File: config.mk
export PLATFORM = sky130hd
export DESIGN_NAME = shift_left_2_flat
export DESIGN_NICKNAME = d
export VERILOG_FILES = /design/src/rtl/shift_left_2_pkg.sv /design/src/rtl/shift_left_2_if.sv /design/src/rtl/shift_left_2.sv /design/src/flat_wrapper.sv
export SDC_FILE = /design/constraint.sdc
export NUM_CORES = 1
export LEC_CHECK = 0
export BUFFER_PORTS_ARGS = -buffer_cell sky130_fd_sc_hd__buf_4
export CORE_MARGIN = 3
export CORE_UTILIZATION = 25
export CTS_CLUSTER_SIZE = 28
export DETAILED_ROUTE_END_ITERATION = 7
export GPL_TIMING_DRIVEN = 1
export MAX_ROUTING_LAYER = met4
export PLACE_DENSITY = 0.63
export SLEW_MARGIN = 20
export SYNTH_ARGS = -nofsm -noshare
export SYNTH_HDL_FRONTEND = slang
export SYNTH_SLANG_ARGS = --single-unit
File: constraint.sdc
create_clock -name clk -period 1.3 [get_ports clk]
set_clock_uncertainty 0.15 [all_clocks]
set_input_delay 0.065 -clock clk [delete_from_list [all_inputs] [get_ports clk]]
set_output_delay 0.065 -clock clk [all_outputs]
set_load 0.01 [all_outputs]
File: src/rtl/shift_left_2_pkg.sv
// rtl/shift_left_2_pkg.sv - datapath constants for the branch-offset left shifter
package shift_left_2_pkg;

  localparam int WORD_W   = 32;
  localparam int BR_SHIFT = 2;

endpackage

File: src/rtl/shift_left_2_if.sv
// rtl/shift_left_2_if.sv - operand/result bundle between the datapath and the shifter
interface shift_left_2_if
  import shift_left_2_pkg::*;
#(
  parameter int WIDTH = WORD_W,
  parameter int SHIFT = BR_SHIFT
);

  logic             in_valid;
  logic [WIDTH-1:0] in;
  logic [WIDTH-1:0] out_comb;
  logic [SHIFT-1:0] lost_comb;
  logic [WIDTH-1:0] out;
  logic             out_valid;
  logic             overflow;

  modport master (
    output in_valid, in,
    input  out_comb, lost_comb, out, out_valid, overflow
  );

  modport slave (
    input  in_valid, in,
    output out_comb, lost_comb, out, out_valid, overflow
  );

endinterface

File: src/rtl/shift_left_2.sv
// rtl/shift_left_2.sv - fixed logical left shift with combinational result and optional registered copy
module shift_left_2
  import shift_left_2_pkg::*;
#(
  parameter int WIDTH   = WORD_W,
  parameter int SHIFT   = BR_SHIFT,
  parameter bit REG_OUT = 1'b1
) (
  input  logic          clk,
  input  logic          rst_n,
  shift_left_2_if.slave bus
);

  logic [WIDTH-1:0] shifted;
  logic [SHIFT-1:0] lost;

  assign shifted       = {bus.in[WIDTH-SHIFT-1:0], {SHIFT{1'b0}}};
  assign lost          = bus.in[WIDTH-1:WIDTH-SHIFT];
  assign bus.out_comb  = shifted;
  assign bus.lost_comb = lost;

  generate
    if (REG_OUT) begin : g_reg
      logic [WIDTH-1:0] out_q, out_d;
      logic             out_valid_q, out_valid_d;
      logic             overflow_q, overflow_d;

      // out_valid depends on in_valid alone so an unknown operand cannot taint it
      always_comb begin
        out_d       = out_q;
        overflow_d  = overflow_q;
        out_valid_d = 1'b0;
        if (bus.in_valid) begin
          out_d       = shifted;
          overflow_d  = |lost;
          out_valid_d = 1'b1;
        end
      end

      always_ff @(posedge clk or negedge rst_n) begin
        if (!rst_n) begin
          out_q       <= '0;
          out_valid_q <= 1'b0;
          overflow_q  <= 1'b0;
        end else begin
          out_q       <= out_d;
          out_valid_q <= out_valid_d;
          overflow_q  <= overflow_d;
        end
      end

      assign bus.out       = out_q;
      assign bus.out_valid = out_valid_q;
      assign bus.overflow  = overflow_q;
    end else begin : g_comb
      logic unused_clk_rst;

      assign unused_clk_rst = clk ^ rst_n;
      assign bus.out        = shifted;
      assign bus.out_valid  = bus.in_valid;
      assign bus.overflow   = |lost;
    end
  endgenerate

endmodule

File: src/flat_wrapper.sv
// flat-port wrapper written by rule: the top's interface ports become plain ports
module shift_left_2_flat import shift_left_2_pkg::*;
#(
  parameter int WIDTH   = WORD_W,
  parameter int SHIFT   = BR_SHIFT,
  parameter bit REG_OUT = 1'b1
)
  (clk, rst_n, bus_in_valid, bus_in, bus_out_comb, bus_lost_comb, bus_out, bus_out_valid, bus_overflow);
  shift_left_2_if #(.WIDTH(WIDTH), .SHIFT(SHIFT)) bus_i ();
  input  logic clk;
  input  logic rst_n;
  input wire logic [$bits(bus_i.in_valid)-1:0] bus_in_valid;
  input wire logic [$bits(bus_i.in)-1:0] bus_in;
  output wire logic [$bits(bus_i.out_comb)-1:0] bus_out_comb;
  output wire logic [$bits(bus_i.lost_comb)-1:0] bus_lost_comb;
  output wire logic [$bits(bus_i.out)-1:0] bus_out;
  output wire logic [$bits(bus_i.out_valid)-1:0] bus_out_valid;
  output wire logic [$bits(bus_i.overflow)-1:0] bus_overflow;
  assign bus_i.in_valid = bus_in_valid;
  assign bus_i.in = bus_in;
  assign bus_out_comb = bus_i.out_comb;
  assign bus_lost_comb = bus_i.lost_comb;
  assign bus_out = bus_i.out;
  assign bus_out_valid = bus_i.out_valid;
  assign bus_overflow = bus_i.overflow;
  shift_left_2 #(.WIDTH(WIDTH), .SHIFT(SHIFT), .REG_OUT(REG_OUT)) u_core (.clk(clk), .rst_n(rst_n), .bus(bus_i));
endmodule
==> key figures <==
CTS
  • CTS tree: yes
  • Post-CTS Resized: 0
  • Clk sinks: 32
  • Post-CTS setup buffer count: 0
  • H-Tree Depth: 2
  • CTS Buffer Depth: 2
  • # hold bufs at CTS: 33
  • TritonCTS buffer count: 5
  • Clk_lat worst skew: 270 ps
  • Clk slew on worst S/H paths: 60 ps
  • Root Buffer: clkbuf_8

Synth
  • Cell Area, Synth: 0.00160 mm2
  • Synth cell types: 9
  • Synth cell count leaders: buf_4, dfrtp_1, mux2_4
  • Syn_area_per_cell: 15.1 um2
  • Synth top area cells: dfrtp_1, mux2_4, buf_4, buf_12, mux2_2
  • Most frequent cell after synthesis: buf_4
  • Leading area contributor after synthesis: dfrtp_1
  • Yosys top cell area share: 0.500
  • Synth Flop Type: dfrtp_1
  • Ys Warns: 0
  • Post-Syn Instances: 106
  • Sequential share of the synthesized area: 0.500
  • Synthesized flop and latch total: 32
  • Asr flop ratio synth: 1.00
  • Post-synth EDFFs: 0

Place
  • Port buffer count: 98
  • Dpl cells: 243
  • Dpl hpwl: 2.61 mm
  • Gpl congestion: 0.639
  • Area after DPL: 0.00212 mm2

Die
  • Initial Util: 0.264
  • Cell Rows: 28
  • Die Y-Extent: 86.0 um
  • Core Region: 0.00606 mm2
  • Die Wd: 86.0 um
  • Ports: 103
  • Die area: 0.00740 mm2

Power
  • Design Power: 0.00263 W
  • P_leak: 1.29 nW
  • Maximum VDD drop: 0.400 mV
  • PD cells: 1030 mW/mm2

Setup path
  • Largest stage delay, worst path: 540 ps
  • Crit path from: bus_in[31]
  • Worst-path cell chain: dlygate4sd3_1 -> buf_4 -> buf_4
  • Reg2reg start: u_core.bus.out[6]
  • Worst path slowest cell: dlygate4sd3_1
  • Critical Setup Path Class: input port to primary output
  • Crit path required time: 1090 ps
  • Crit end category: primary output
  • Worst Path Arrival: 890 ps
  • Startpoint Class: input port
  • Cell mode on critical path: buf_4
  • Max Fanout on Critical Path: 2

Global routing
  • Initial antenna violation count: 0
  • Grt met2 use: 0.179
  • Global-route wire length before repair: 5.84 mm
  • Met1 usage: 0.115
  • GR Layer Usage met3: 0.0336
  • Gr busiest metal: met2
  • Vias in the first global route: 1170
  • GR Overflow Total: 0
  • Largest net degree at the start of global routing: 34
  • Total track usage: 0.104

Timing
  • Final cycle utilization of the critical path: 0.847
  • Setup TNS: 0 ps
  • Period minus WS final: 1100 ps
  • Max Slew Vio Count: 0
  • Final setup violating endpoints: 0
  • Final hold vios: 0
  • RSZ-0062 raised after global routing: false
  • Fmax: 0.909 GHz

Routing
  • DRC Markers: 0
  • Vias per inst: 3.88
  • Iter 0 DRT Violations: 26
  • Vias: 1103
  • 1st-pass router iterations: 4
  • Remaining antenna violation count: 0
  • Routed WL: 3.71 mm
  • Post-DR wirelength/cell: 13.0 um

Final layout
  • Post-Layout Inst Area: 0.00254 mm2
  • Layout Cells excl Fill: 284
  • Share of cells above drive strength 1: 0.646
  • Area Growth Syn to Fin: 58.7%
  • Final #Nets: 243
  • ANT cells: 0
  • Final core occ: 0.419

Hold path
  • HP Start: bus_in_valid
  • Worst Hold Class: input port to flip-flop

Flow run
  • Max-cap violations: 0

Run status
  • Outcome: completed
## metal layers
layer  up-vias  wire, um
met1       540      1320
met4         0        31
li1        512         -
met5         -         0
met3         5       274
met2        46      2070
## cell families (layout without fill, tap and decap cells)
family          count (synthesis)  in the layout  synth area share
simple gates                    2              2           0.00469
other cells                     1              4           0.00234
flops                          32             32             0.500
mux                            30             30             0.277
compound gates                  1              1           0.00312
buf+inv                        40            140             0.213
## final cells by class
cell class | instances | area [um2]
fill | 586 | 3520
tap | 75 | 93.8
sequential | 32 | 801
multi-input combinational | 37 | 470
timing repair buffer | 132 | 1090
clock buffer | 8 | 90.1
## where the power goes
part	leakage (nW)	total, W	internal [W]	switching, W
clock network	0.0455	0.000774	0.000431	0.000343
registers	0.373	0.00115	0.00109	0.0000560
logic	0.874	0.000701	0.000448	0.000253
total	1.29	0.00263	0.00197	0.000652
## critical path, delay by kind of cell
kind,cells,cell delay (ps)
buffers and inverters,3,810
## final timing paths
path,end,slack (ps),cells after the start
worst min-delay path,u_core.bus.out_valid,20,2
worst min register to register,u_core.bus.out[30],350,1
worst max-delay path,bus_lost_comb[1],200,3
max in group asynchronous,u_core.bus.out[30],590,2
min in group asynchronous,u_core.bus.out[8],110,2
worst max register to register,u_core.bus.out[6],370,1
## state kept, by name, summed over array words and instances, names as in the netlist
signal / count
u_core.bus.overflow: 1
u_core.bus.out_valid: 1
u_core.bus.out: 30
## cells in the final DEF (no fill, tap or decap)
master          n
dfrtp_1        32
nor2_1          2
clkbuf_8        6
a21oi_1         1
dlygate4sd3_1  33
buf_4          98
clkbuf_1        2
buf_12          1
mux2_2          2
mux2_4         28
conb_1          4
## stage by stage
stage | hold WS [ps] | setup WS (ps)
floorplan | -381 | 371
global placement | -118 | 263
detailed placement | -111 | 255
CTS | 8.36 | 199
global route | 20.5 | 175
finish | 24.5 | 199
(Power assumes the default switching activity.)
